<file path="config.mk">
export PLATFORM = sky130hd
export DESIGN_NAME = seg7_scan_decoder_flat
export DESIGN_NICKNAME = d
export VERILOG_FILES = /design/src/rtl/seg7_pkg.sv /design/src/rtl/seg7_scan_decoder_if.sv /design/src/rtl/seg7_settle_filter.sv /design/src/rtl/seg7_scan_decoder.sv /design/src/flat_wrapper.sv
export SDC_FILE = /design/constraint.sdc
export NUM_CORES = 1
export LEC_CHECK = 0
export BUFFER_PORTS_ARGS = -buffer_cell sky130_fd_sc_hd__buf_2
export CELL_PAD_IN_SITES_DETAIL_PLACEMENT = 1
export CELL_PAD_IN_SITES_GLOBAL_PLACEMENT = 1
export CORE_UTILIZATION = 50
export DETAILED_ROUTE_END_ITERATION = 8
export PLACE_DENSITY = 0.9
export SYNTH_ARGS = -nofsm -noshare
export SYNTH_HDL_FRONTEND = slang
export SYNTH_SLANG_ARGS = --single-unit
</file>
<file path="constraint.sdc">
create_clock -name clk -period 5.2 [get_ports clk]
set_clock_uncertainty 0.05 [all_clocks]
set_input_delay 0.52 -clock clk [delete_from_list [all_inputs] [get_ports clk]]
set_output_delay 0.52 -clock clk [all_outputs]
set_load 0.01 [all_outputs]
</file>
<file path="src/rtl/seg7_pkg.sv">
// Shared seven-segment definitions: code table, decoder and scan FSM states.
// Encoder and scan decoder both take SEG7_CODE from here so the two ends cannot drift.
package seg7_pkg;

  localparam int unsigned SEG_W = 7;
  localparam int unsigned NIB_W = 4;

  typedef enum logic [1:0] {
    WAIT_SEL,
    SETTLE,
    HOLD
  } seg7_scan_state_t;

  typedef struct packed {
    logic             ok;
    logic [NIB_W-1:0] nibble;
  } seg7_dec_t;

  // Index is the nibble value, entry is {g,f,e,d,c,b,a}
  localparam logic [SEG_W-1:0] SEG7_CODE [16] = '{
    7'h3F, 7'h06, 7'h5B, 7'h4F, 7'h66, 7'h6D, 7'h7D, 7'h07,
    7'h7F, 7'h67, 7'h77, 7'h7C, 7'h39, 7'h5E, 7'h79, 7'h71
  };

  function automatic seg7_dec_t seg7_decode(input logic [SEG_W-1:0] seg);
    seg7_dec_t res;
    res = '0;
    for (int i = 0; i < 16; i++) begin
      if (SEG7_CODE[i] == seg) begin
        res.ok     = 1'b1;
        res.nibble = NIB_W'(i);
      end
    end
    return res;
  endfunction

endpackage

</file>
<file path="src/rtl/seg7_scan_decoder_if.sv">
// Display bus (segments + digit select) and the recovered-digit outputs.
interface seg7_scan_decoder_if #(
  parameter int unsigned NUM_DIGITS = 4
);
  logic [seg7_pkg::SEG_W-1:0]                  seg;
  logic [NUM_DIGITS-1:0]                       digit_sel;
  logic [seg7_pkg::NIB_W*NUM_DIGITS-1:0]       value;
  logic [NUM_DIGITS-1:0]                       digit_valid;
  logic [NUM_DIGITS-1:0]                       digit_err;
  logic                                        frame_done;
  logic                                        stale;

  modport master (
    output seg, digit_sel,
    input  value, digit_valid, digit_err, frame_done, stale
  );

  modport slave (
    input  seg, digit_sel,
    output value, digit_valid, digit_err, frame_done, stale
  );
endinterface

</file>
<file path="src/rtl/seg7_settle_filter.sv">
// Flags when the sampled bus has been identical for SETTLE_CYCLES consecutive edges.
module seg7_settle_filter #(
  parameter int unsigned WIDTH         = 11,
  parameter int unsigned SETTLE_CYCLES = 4
) (
  input  logic             clk,
  input  logic             rst_n,
  input  logic [WIDTH-1:0] i_data,
  output logic             o_change_c,
  output logic             o_stable_c
);

  localparam int unsigned    CNT_W   = $clog2(SETTLE_CYCLES);
  localparam logic [CNT_W-1:0] CNT_MAX = CNT_W'(SETTLE_CYCLES - 1);

  logic [WIDTH-1:0] r_in_q;
  logic [CNT_W-1:0] r_cnt;

  assign o_change_c = (i_data != r_in_q);
  assign o_stable_c = !o_change_c && (r_cnt == CNT_MAX);

  always_ff @(posedge clk or negedge rst_n) begin
    if (!rst_n) begin
      r_in_q <= '0;
      r_cnt  <= '0;
    end else begin
      r_in_q <= i_data;
      if (o_change_c) begin
        r_cnt <= '0;
      end else if (r_cnt != CNT_MAX) begin
        r_cnt <= r_cnt + CNT_W'(1);
      end
    end
  end

endmodule

</file>
<file path="src/rtl/seg7_scan_decoder.sv">
// Recovers hex nibbles from a multiplexed seven-segment bus, one capture per settled dwell,
// with per-digit valid/error flags, frame completion pulse and bus staleness.
module seg7_scan_decoder
  import seg7_pkg::*;
#(
  parameter int unsigned NUM_DIGITS     = 4,
  parameter int unsigned SETTLE_CYCLES  = 4,
  parameter int unsigned TIMEOUT_CYCLES = 1_000_000
) (
  input logic                clk,
  input logic                rst_n,
  seg7_scan_decoder_if.slave bus
);

  localparam int unsigned    IN_W   = NUM_DIGITS + SEG_W;
  localparam int unsigned    TO_W   = $clog2(TIMEOUT_CYCLES + 1);
  localparam logic [TO_W-1:0] TO_MAX = TO_W'(TIMEOUT_CYCLES);

  seg7_scan_state_t            r_state;
  seg7_scan_state_t            w_state_next;
  logic                        w_capture;
  logic                        w_change;
  logic                        w_stable;
  logic                        w_onehot;
  seg7_dec_t                   w_dec;
  logic [NUM_DIGITS-1:0]       w_mask_set;
  logic [TO_W-1:0]             w_tcnt_next;

  logic [NIB_W*NUM_DIGITS-1:0] r_value;
  logic [NUM_DIGITS-1:0]       r_valid;
  logic [NUM_DIGITS-1:0]       r_err;
  logic [NUM_DIGITS-1:0]       r_mask;
  logic                        r_frame_done;
  logic [TO_W-1:0]             r_tcnt;
  logic                        r_stale;

  seg7_settle_filter #(
    .WIDTH         (IN_W),
    .SETTLE_CYCLES (SETTLE_CYCLES)
  ) u_filter (
    .clk        (clk),
    .rst_n      (rst_n),
    .i_data     ({bus.digit_sel, bus.seg}),
    .o_change_c (w_change),
    .o_stable_c (w_stable)
  );

  assign w_onehot   = (bus.digit_sel != '0) &&
                      ((bus.digit_sel & (bus.digit_sel - NUM_DIGITS'(1))) == '0);
  assign w_dec      = seg7_decode(bus.seg);
  assign w_mask_set = r_mask | bus.digit_sel;

  always_ff @(posedge clk or negedge rst_n) begin
    if (!rst_n) begin
      r_state <= WAIT_SEL;
    end else begin
      r_state <= w_state_next;
    end
  end

  // HOLD blocks a second capture until the bus moves again
  always_comb begin
    w_state_next = r_state;
    w_capture    = 1'b0;
    case (r_state)
      WAIT_SEL: begin
        if (w_onehot) w_state_next = SETTLE;
      end
      SETTLE: begin
        if (!w_onehot) begin
          w_state_next = WAIT_SEL;
        end else if (w_stable) begin
          w_capture    = 1'b1;
          w_state_next = HOLD;
        end
      end
      HOLD: begin
        if (w_change) w_state_next = w_onehot ? SETTLE : WAIT_SEL;
      end
      default: w_state_next = WAIT_SEL;
    endcase
  end

  always_comb begin
    w_tcnt_next = r_tcnt;
    if (w_capture) begin
      w_tcnt_next = '0;
    end else if (r_tcnt != TO_MAX) begin
      w_tcnt_next = r_tcnt + TO_W'(1);
    end
  end

  always_ff @(posedge clk or negedge rst_n) begin
    if (!rst_n) begin
      r_value      <= '0;
      r_valid      <= '0;
      r_err        <= '0;
      r_mask       <= '0;
      r_frame_done <= 1'b0;
      r_tcnt       <= '0;
      r_stale      <= 1'b0;
    end else begin
      r_tcnt       <= w_tcnt_next;
      r_stale      <= (w_tcnt_next == TO_MAX);
      r_frame_done <= 1'b0;
      if (w_capture) begin
        for (int i = 0; i < int'(NUM_DIGITS); i++) begin
          if (bus.digit_sel[i]) begin
            if (w_dec.ok) r_value[NIB_W*i +: NIB_W] <= w_dec.nibble;
            r_valid[i] <= w_dec.ok;
            r_err[i]   <= !w_dec.ok;
          end
        end
        // Illegal codes still count toward the frame
        if (w_mask_set == '1) begin
          r_mask       <= '0;
          r_frame_done <= 1'b1;
        end else begin
          r_mask <= w_mask_set;
        end
      end
    end
  end

  assign bus.value       = r_value;
  assign bus.digit_valid = r_valid;
  assign bus.digit_err   = r_err;
  assign bus.frame_done  = r_frame_done;
  assign bus.stale       = r_stale;

endmodule

</file>
<file path="src/flat_wrapper.sv">
// flat-port wrapper written by rule: the top's interface ports become plain ports
module seg7_scan_decoder_flat import seg7_pkg::*;
#(
  parameter int unsigned NUM_DIGITS     = 4,
  parameter int unsigned SETTLE_CYCLES  = 4,
  parameter int unsigned TIMEOUT_CYCLES = 1_000_000
)
  (clk, rst_n, bus_seg, bus_digit_sel, bus_value, bus_digit_valid, bus_digit_err, bus_frame_done, bus_stale);
  seg7_scan_decoder_if #(.NUM_DIGITS(NUM_DIGITS)) bus_i ();
  input logic clk;
  input logic rst_n;
  input wire logic [$bits(bus_i.seg)-1:0] bus_seg;
  input wire logic [$bits(bus_i.digit_sel)-1:0] bus_digit_sel;
  output wire logic [$bits(bus_i.value)-1:0] bus_value;
  output wire logic [$bits(bus_i.digit_valid)-1:0] bus_digit_valid;
  output wire logic [$bits(bus_i.digit_err)-1:0] bus_digit_err;
  output wire logic [$bits(bus_i.frame_done)-1:0] bus_frame_done;
  output wire logic [$bits(bus_i.stale)-1:0] bus_stale;
  assign bus_i.seg = bus_seg;
  assign bus_i.digit_sel = bus_digit_sel;
  assign bus_value = bus_i.value;
  assign bus_digit_valid = bus_i.digit_valid;
  assign bus_digit_err = bus_i.digit_err;
  assign bus_frame_done = bus_i.frame_done;
  assign bus_stale = bus_i.stale;
  seg7_scan_decoder #(.NUM_DIGITS(NUM_DIGITS), .SETTLE_CYCLES(SETTLE_CYCLES), .TIMEOUT_CYCLES(TIMEOUT_CYCLES)) u_core (.clk(clk), .rst_n(rst_n), .bus(bus_i));
endmodule
</file>
==> results of run 1 <==
## per-stage QoR
| stage | hold slack, ps | area (µm²) | util | worst slack [ps] | power, W |
|---|---|---|---|---|---|
| after floorplan | 174 | 3600 | - | 3220 | 0.000570 |
| after global placement | 408 | 3730 | 0.543 | 2300 | 0.000588 |
| after detailed placement | 441 | 3730 | 0.543 | 2130 | 0.000591 |
| after CTS | 324 | 3970 | 0.578 | 2480 | 0.00112 |
| after global routing | 348 | 3970 | 0.578 | 2290 | 0.00115 |
| final | 294 | 3970 | 0.578 | 2470 | 0.00111 |
## logic make-up after synthesis
| kind of cell | after synthesis | synth area share |
|---|---|---|
| and+or+nand+nor | 141 | 0.243 |
| AOI/OAI and AO/OA | 71 | 0.129 |
| DFF | 65 | 0.451 |
| xor gates and xnor gates | 35 | 0.0851 |
| buffers and inverters | 31 | 0.0604 |
| muxes | 7 | 0.0208 |
| adders and majority gates | 3 | 0.0104 |
## area by class of cell
type | count | share of cell area
Timing Repair Buffer | 39 | 0.0498
Clock buffer | 10 | 0.0321
Clock inverter | 6 | 0.0290
Inverter | 7 | 0.00661
Multi-Input combinational cell | 257 | 0.443
Sequential cell | 65 | 0.409
Tap cell | 96 | 0.0302
## synth_stat cells (all sizes together) (5+ instances only)
master	n
a21oi	14
a31oi	13
and2	5
and3	10
buf	22
dfrtp	65
inv	7
nand2	26
nand3	12
nand4	15
nor2	28
nor3	12
nor4	5
o21a	6
o21ai	19
xnor2	20
xor2	15
## registers in the layout (all words and copies together), names as in the netlist
register and cells:
u_core.u_filter.r_cnt 2, u_core.r_state 2, u_core.bus.digit_err 4, u_core.r_mask 4, u_core.u_filter.r_in_q 11, u_core.bus.value 16
u_core.bus.frame_done 1, u_core.bus.digit_valid 4, u_core.r_tcnt 20, u_core.bus.stale 1
## per-layer routing
layer,global-route usage,vias to the layer above,part of all wire,routed length (µm)
met5,0,-,0,0
met4,0.0667,0,0.017,148
met3,0.0521,14,0.023,204
met2,0.472,48,0.53,4760
met1,0.319,1443,0.43,3850
li1,-,1321,-,-
## where the power goes
part,internal [W],switching [W]
combinational,0.0000208,0.0000476
sequential,0.000510,0.00000306
clock,0.000321,0.000207
total,0.000852,0.000258
## path summary, 6_finish.rpt
kind / endpoint / from / depth (start not counted) / slack, ps
max: u_core.bus.value[9] / bus_seg[3] / 7 / 2470
min reg2reg: u_core.bus.digit_err[1] / u_core.bus.digit_err[1] / 2 / 450
max in group asynchronous: u_core.bus.digit_err[0] / rst_n / 2 / 4270
max reg2reg: u_core.bus.value[9] / u_core.u_filter.r_in_q[3] / 6 / 2490
min in group clk: u_core.u_filter.r_in_q[1] / bus_seg[1] / 1 / 360
min: u_core.r_tcnt[9] / rst_n / 2 / 290
==> results.py, run 1 <==
metrics = {
    "drt": {
        "vias": 2826,
        "ant_nets": 0,
        "drc": 0,
        "wl_per_cell_um": 18.7,
        "viasPerCell": 5.89,
        "drt-initial-drc-count": 159,
        "totalWireLength_um": 8960,
        "drt_first_pass_iters": 4,
    },
    "floorplanning": {
        "num_rows": 30,
        "io_pins": 39,
        "dieArea_mm2": 0.00755,
        "initial_core_util": 0.525,
        "core-area_mm2": 0.00687,
        "die_w_um": 86.9,
        "die_h_um": 86.9,
    },
    "sta": {
        "fin_crit_ps": 2730,
        "timing.fmax_ghz": 0.366,
        "finalMaxSlewViolations": 0,
        "slew_headroom": 0.277,
        "rsz0062_at_grt": "no",
        "finalCritPeriodShare": 0.526,
        "tns_ps": 0,
        "hold_viol_final": 0,
        "setup_violations": 0,
        "worst_slew_pin_slew_ps": 1080,
    },
    "setup_path": {
        "setup.worst_path.end_class": "register",
        "worst_ep_arrival_time_ps": 2910,
        "cp_top_family": "simple AND/OR/NAND/NOR gates",
        "cp_cell_sequence": "buf_2 -> xnor2_1 -> nand3_1 -> nor3_4 -> and3_1 -> and2_1 -> a21oi_1",
        "start_kind": "input pin",
        "critPathSlowestCell": "and3_1",
        "cpPeakStageDelay_ps": 950,
        "crit_buf_inv": 1,
        "cp_max_fo": 29,
        "path_class": "input pin to register",
        "crit_required_ps": 5370,
    },
    "cts": {
        "cts_made_buffers": 9,
        "cts_setup_buffers": 0,
        "cts-root-buf": "clkbuf_8",
        "postCtsHoldBufs": 0,
        "cts_resized": 0,
        "cts.sink_count": 65,
        "htree_levels": 3,
        "cts.path.max_buffers": 2,
        "clk_latency_ps": 340,
        "cts_tree": "built",
        "clkTransAtPathRegs_ps": 80,
    },
    "global_route": {
        "grt_pass1_vias": 3024,
        "grt_util_all_layers": 0.262,
        "grt_pass1_wl_um": 15200,
        "gr-total-overflow": 0,
        "grt_max_degree": 66,
        "antenna_found_initial": 0,
    },
    "final_layout": {
        "fin_cells": 480,
        "n_fill_cell": 778,
        "final_cell_mix": "65 x dfrtp_1, 38 x buf_2, 28 x nor2_1, 26 x nand2_1, 20 x xnor2_1",
        "ff_latch_area_mm2": 0.00163,
        "area_growth_syn_to_layout_pct": 10.2,
        "nNetsFinal": 395,
        "drive_above_1_share": 0.201,
        "final_common_cell": "dfrtp_1",
        "num_antenna_cells": 0,
        "multi_input_area_mm2": 0.00176,
    },
    "synthesis": {
        "synth_edf_count": 0,
        "syn_area_mm2": 0.00360,
        "synth_area_leaders": "dfrtp_1 45%, xnor2_1 4.9%, xor2_1 3.6%",
        "syn_nets": 369,
        "synth_seq_area_share": 0.451,
        "synthCells": 353,
        "ys_ff_latch": 65,
        "synth_top_area_share": 0.451,
        "syn_area_per_cell_um2": 10.2,
        "synth_largest_area_cell": "dfrtp_1",
        "ys.warnings.count": 0,
        "yosysUniqueCellTypes": 62,
        "ys.flop_type": "dfrtp_1",
        "ys_async_sr_fraction": 1.00,
    },
    "pwr": {
        "peakVddDrop_uv": 234,
        "powerDensity_mw_per_mm2": 279,
        "leakagePower_nw": 1.83,
    },
    "placed_design": {
        "hpwl_um": 6190,
        "place.gp.congestion": 0.816,
        "port_buffers": 38,
        "place_inst": 464,
    },
    "min_path": {
        "hp-class": "input pin to async pin",
    },
    "run_status": {
        "status": "finished, final reports clean",
    },
    "run": {
        "maxCapViolCount": 0,
    },
}
Power figures use the tool's default switching activity.
==> run 2: changes to the inputs <==
Settings changed: ABC_AREA set to 1, CORE_UTILIZATION 50 to 43, PLACE_DENSITY 0.9 to 0.84.
Clock period 5.2 ns to 2.7 ns, I/O delays scaled along.
==> run 2 against run 1 <==
  * Area after synthesis fell by 6.0%
  * Register-to-register slack lost 1900 ps
  * Worst hold slack lost 240 ps
  * Die area increased by 9.1%
  * Sequential power up 93%
  * Wire length grew 0.50%
  * Synthesized cell count rose by 24%
  * Setup slack lost 1900 ps
  * Cell count up 24%
  * Global-route usage is 2.0 points lower
==> results.py, run 2 <==
metrics = {
    "final_layout": {
        "num_antenna_cells": 0,
        "largest_register_ffs": 20,
        "area_growth_syn_to_layout_pct": 15.3,
        "design_area_mm2": 0.00391,
        "top_register": "u_core.r_tcnt",
        "final_common_cell": "nand2_1",
        "fin_cells": 596,
        "nNetsFinal": 506,
        "final_cell_mix": "125 x nand2_1, 65 x dfrtp_1, 60 x nor2_1, 59 x inv_1, 38 x buf_2",
        "drive_above_1_share": 0.162,
    },
    "global_route": {
        "grt_pass1_vias": 3289,
        "grt_util_all_layers": 0.241,
        "antenna_found_initial": 0,
        "gr-total-overflow": 0,
        "grt_pass1_wl_um": 15600,
        "grt_max_degree": 32,
    },
    "synthesis": {
        "synth_edf_count": 0,
        "synth_largest_area_cell": "dfrtp_1",
        "syn_area_mm2": 0.00339,
        "synth.most_common_cell": "nand2_1",
        "ys.flop_type": "dfrtp_1",
        "syn_nets": 455,
        "synth_common_cells": "125 x nand2_1, 65 x dfrtp_1, 60 x nor2_1, 59 x inv_1, 24 x nand3_1",
        "synth_top_area_share": 0.480,
        "ys.warnings.count": 0,
        "synthCells": 439,
        "yosysUniqueCellTypes": 32,
        "ys_async_sr_fraction": 1.00,
        "syn_area_per_cell_um2": 7.72,
        "ys_ff_latch": 65,
        "synth_seq_area_share": 0.480,
        "synth_area_leaders": "dfrtp_1 48%, nand2_1 14%, nor2_1 6.6%",
    },
    "setup_path": {
        "worst-r2r-cell-count": 8,
        "setup.worst_path.end_class": "register",
        "crit_required_ps": 2850,
        "cp_top_family": "simple AND/OR/NAND/NOR gates",
        "start_kind": "register",
        "r2r-start": "u_core.u_filter.r_in_q[7]",
        "critPathSlowestCell": "dfrtp_1",
        "r2r_setup_slack_ps": 570,
        "crit_buf_inv": 0,
        "cp_max_fo": 15,
        "setup.worst_path.start": "u_core.u_filter.r_in_q[7]",
        "cp_cell_sequence": "xnor2_1 -> nand2_1 -> nor2_1 -> nand4_4 -> nor2_1 -> nand2_2 -> nand2_1 -> o21ai_0",
        "cp-endpoint": "u_core.bus.value[11]",
        "worst_ep_arrival_time_ps": 2280,
        "path_class": "register to register",
        "r2r_end": "u_core.bus.value[11]",
        "cpPeakStageDelay_ps": 380,
        "path_depth": 8,
    },
    "cts": {
        "cts_made_buffers": 9,
        "clkTransAtPathRegs_ps": 70,
        "htree_levels": 3,
        "cts_resized": 0,
        "cts-root-buf": "clkbuf_8",
        "cts.sink_count": 65,
        "cts.path.max_buffers": 2,
        "cts_tree": "built",
        "clk_latency_ps": 340,
    },
    "sta": {
        "worst_slew_pin_slew_ps": 610,
        "tns_ps": 0,
        "timing.fmax_ghz": 0.470,
        "finalCritPeriodShare": 0.787,
        "fin_crit_ps": 2130,
        "finalMaxSlewViolations": 0,
        "hold_viol_final": 0,
        "setup_violations": 0,
        "slew_headroom": 0.590,
        "rsz0062_at_grt": "no",
    },
    "pwr": {
        "peakVddDrop_uv": 289,
        "powerDensity_mw_per_mm2": 484,
        "leakagePower_nw": 2.14,
        "finalPower_w": 0.00189,
    },
    "drt": {
        "wl_per_cell_um": 15.1,
        "drt_first_pass_iters": 4,
        "ant_nets": 0,
        "drt-initial-drc-count": 90,
        "vias": 3050,
        "drc": 0,
        "totalWireLength_um": 9010,
        "viasPerCell": 5.12,
    },
    "floorplanning": {
        "dieArea_mm2": 0.00824,
        "core-area_mm2": 0.00769,
        "die_h_um": 90.8,
        "num_rows": 32,
        "die_w_um": 90.8,
        "io_pins": 39,
        "initial_core_util": 0.441,
    },
    "placed_design": {
        "port_buffers": 38,
        "hpwl_um": 7060,
        "place_inst": 580,
        "place.gp.congestion": 0.864,
        "placed_area_mm2": 0.00371,
    },
    "run": {
        "maxCapViolCount": 0,
    },
    "run_status": {
        "status": "finished, final reports clean",
    },
    "min_path": {
        "hp-class": "input pin to register",
    },
}
[run 2: changes by cell type after synthesis, moves of 8 or more]
cell / delta
and3_1: -10
a31oi_1: -13
nand3_1: +12
nor2_1: +32
inv_1: +52
buf_4: -8
a21oi_1: -11
xnor2_1: -9
nand2_1: +99
xor2_1: -8
[run 2: per-stage QoR]
step / hold WS, ps / worst slack, ps / utilization
after global placement: 46.0 / 620 / 0.483
after detailed placement: 51.7 / 498 / 0.483
after global routing: 45.5 / 397 / 0.508
final: 58.8 / 574 / 0.508
after CTS: 38.9 / 546 / 0.508
after floorplan: -75.6 / 948 / -
[run 2: report_power, final]
group | total (W) | switching (W) | internal (W)
clock network | 0.000781 | 0.000365 | 0.000416
logic | 0.000120 | 0.0000859 | 0.0000342
registers | 0.000990 | 0.00000517 | 0.000984
total | 0.00189 | 0.000457 | 0.00143
[run 2: final cells by class]
class,instances,area [µm²]
Inverter,66,248
Tap cell,102,128
Multi-Input combinational cell,305,1490
Sequential cell,65,1630
Clock inverter,6,60.1
Clock buffer,9,124
Timing Repair Buffer,43,230
Fill cell,1027,3780
[run 2: worst min path at each step]
| stage | cells after the start | slack, ps | start | endpoint |
|---|---|---|---|---|
| 6_report | 1 | 60 | bus_digit_sel[1] | u_core.u_filter.r_in_q[8] |
| 2_1_floorplan | 0 | -80 | rst_n | u_core.bus.digit_err[0] |
| 3_5_place_dp | 1 | 50 | rst_n | u_core.u_filter.r_in_q[0] |
| 5_1_grt | 1 | 50 | bus_digit_sel[0] | u_core.u_filter.r_in_q[7] |
| 3_3_place_gp | 1 | 50 | rst_n | u_core.u_filter.r_in_q[0] |
| 4_1_cts | 1 | 40 | bus_seg[5] | u_core.u_filter.r_in_q[5] |
[run 2: per-layer routing]
layer | vias up | global-route usage | routed length (µm)
met4 | 0 | 0.103 | 212
met3 | 18 | 0.0328 | 286
met1 | 1504 | 0.283 | 3740
met2 | 54 | 0.438 | 4770
li1 | 1474 | - | -
met5 | - | 0 | 0
[run 2: cells by family after synthesis]
family,after synthesis,share of synthesized area
compound gates,34,0.0535
flops,65,0.480
simple gates,249,0.324
buf+inv,69,0.0801
fa+ha+maj,3,0.0111
xor+xnor,19,0.0513
[run 2: what timing repair did]
action,in CTS,in global routing
buffers inserted,0,0
endpoints found under the hold margin,4,0
hold buffers,1,0
==> run 3: changes to the inputs <==
Clock period 2.7 ns to 2.2 ns, I/O delays scaled along.
==> run 3 against run 2 <==
  * Total power rose by 28%
  * First-iteration DRC count rose by 110%
  * Combinational power rose by 43%
  * Fmax rose by 5.3%
  * Via count rose by 3.0%
  * Worst hold slack got worse by 37 ps
  * Core utilization rose by 3.9 points
  * Critical endpoint is now u_core.bus.value[15]
==> results.py, run 3 (synthesis results as in run 2) <==
metrics = {
    "final_layout": {
        "drive_above_1_share": 0.238,
        "final_common_cell": "nand2_1",
        "top_register": "u_core.r_tcnt",
        "area_growth_syn_to_layout_pct": 24.2,
        "nNetsFinal": 519,
        "largest_register_ffs": 20,
        "final_cell_mix": "119 x nand2_1, 63 x dfrtp_1, 56 x inv_1, 49 x nor2_1, 37 x buf_2",
        "num_antenna_cells": 0,
        "n_fill_cell": 999,
    },
    "sta": {
        "fin_crit_ps": 2020,
        "finalMaxSlewViolations": 0,
        "finalCritPeriodShare": 0.918,
        "worst_slew_pin_slew_ps": 791,
        "post-route-worst-setup-slack_ps": 181,
        "hold_viol_final": 0,
        "timing.fmax_ghz": 0.495,
        "setup_violations": 0,
        "slew_headroom": 0.468,
        "tns_ps": 0,
        "rsz0062_at_grt": "no",
    },
    "placed_design": {
        "place.gp.congestion": 0.895,
        "port_buffers": 38,
        "hpwl_um": 7090,
        "pre_cts_slack_ps": -13.9,
    },
    "floorplanning": {
        "core-area_mm2": 0.00769,
        "io_pins": 39,
        "die_w_um": 90.8,
        "num_rows": 32,
        "die_h_um": 90.8,
        "initial_core_util": 0.441,
        "dieArea_mm2": 0.00824,
    },
    "setup_path": {
        "critPathSlowestCell": "dfrtp_1",
        "worst_ep_arrival_time_ps": 2180,
        "path_class": "register to register",
        "crit_buf_inv": 3,
        "cp_common_cell": "nand2_1",
        "r2r-start": "u_core.u_filter.r_in_q[8]",
        "setup.worst_path.start": "u_core.u_filter.r_in_q[8]",
        "start_kind": "register",
        "cp_max_fo": 10,
        "cp_cell_sequence": "inv_1 -> nand2_1 -> nand2_1 -> nand3_1 -> nor2_4 -> nand4_4 -> buf_4 -> clkbuf_16 -> nor2_2 -> nand2_2 -> nand2_1 -> o21ai_0",
        "setup.worst_path.end_class": "register",
        "cpPeakStageDelay_ps": 390,
        "crit_required_ps": 2360,
        "cp_top_family": "simple AND/OR/NAND/NOR gates",
    },
    "global_route": {
        "grt_util_all_layers": 0.244,
        "antenna_found_initial": 0,
        "grt_max_degree": 29,
        "grt_pass1_wl_um": 15600,
        "gr-total-overflow": 0,
        "grt_pass1_vias": 3242,
    },
    "cts": {
        "cts.sink_count": 65,
        "cts_made_buffers": 9,
        "clkTransAtPathRegs_ps": 80,
        "cts.path.max_buffers": 2,
        "htree_levels": 3,
        "cts_tree": "built",
        "cts-root-buf": "clkbuf_8",
        "clk_latency_ps": 340,
    },
    "drt": {
        "totalWireLength_um": 9900,
        "viasPerCell": 5.15,
        "drt_first_pass_iters": 4,
        "vias": 3140,
        "drc": 0,
        "ant_nets": 0,
        "drt-initial-drc-count": 193,
        "wl_per_cell_um": 16.2,
    },
    "pwr": {
        "powerDensity_mw_per_mm2": 577,
        "peakVddDrop_uv": 435,
        "leakagePower_nw": 2.28,
    },
    "run": {
        "maxCapViolCount": 0,
    },
    "min_path": {
        "hp-start": "bus_digit_sel[3]",
        "hp-class": "input pin to register",
    },
    "run_status": {
        "status": "finished, final reports clean",
    },
}
[run 3: cell types whose count changed in the layout (fill, tap and decap cells not counted), moves of 5 or more]
cell,delta
nor2_1,-11
nor2_2,+8
buf_4,+6
nand2_1,-6
nand2_2,+5
[run 3: where the power goes]
group / switching, W / internal [W] / leakage, nW
logic: 0.000118 / 0.0000537 / 1.33
clock network: 0.000483 / 0.000555 / 0.0985
registers: 0.00000724 / 0.00121 / 0.849
[run 3: stage by stage]
stage,hold WS (ps),instances,area (µm²),total power (W),util
2_1_floorplan,-126,439,3390,0.00131,-
3_3_place_gp,83.8,583,3750,0.00138,0.487
3_5_place_dp,90.9,583,3750,0.00139,0.487
4_1_cts,1.26,604,4020,0.00243,0.522
5_1_grt,13.8,610,4210,0.00250,0.547
6_report,21.4,610,4210,0.00243,0.547
[run 3: layout make-up]
cell class                 instances  area, µm²  area share
clock inverter                     6       67.6      0.0161
sequential                        65       1630       0.387
inverter                          66        248      0.0589
multi-input combinational        305       1610       0.382
tap                              102        128      0.0303
timing repair buffer              56        390      0.0928
clock buffer                      10        138      0.0327
[run 3: what timing repair did]
item                       4_1_cts  5_1_grt
hold endpoints to repair        13        0
setup endpoints to repair        5       27
hold buffers                     4        0
setup buffers                    1        5
gates cloned                     0        1
resized for setup                1       38
pin swaps                        1       10
[run 3: worst register-to-register path, cell delays in order, from the launching register on]
cell and delay [ps]:
dfrtp_1 390, inv_1 70, nand2_1 50, nand2_1 90
nand3_1 160, nor2_4 160, nand4_4 110, buf_4 160
clkbuf_16 150, nor2_2 150, nand2_2 150, nand2_1 110
o21ai_0 90
[run 3: metal layers]
layer	track usage	routed length [µm]
met1	0.295	4050
met4	0.0995	257
met3	0.0379	355
met5	0	0
met2	0.431	5240
[run 3: worst paths after layout]
| check | endpoint | depth (start not counted) | slack (ps) |
|---|---|---|---|
| max | u_core.bus.value[15] | 12 | 180 |
| min | u_core.u_filter.r_in_q[10] | 1 | 20 |
| max reg2reg | u_core.bus.value[15] | 12 | 180 |
| min reg2reg | u_core.bus.value[10] | 2 | 450 |
| max in group asynchronous | u_core.bus.value[15] | 3 | 1170 |
| min in group asynchronous | u_core.bus.value[10] | 2 | 270 |
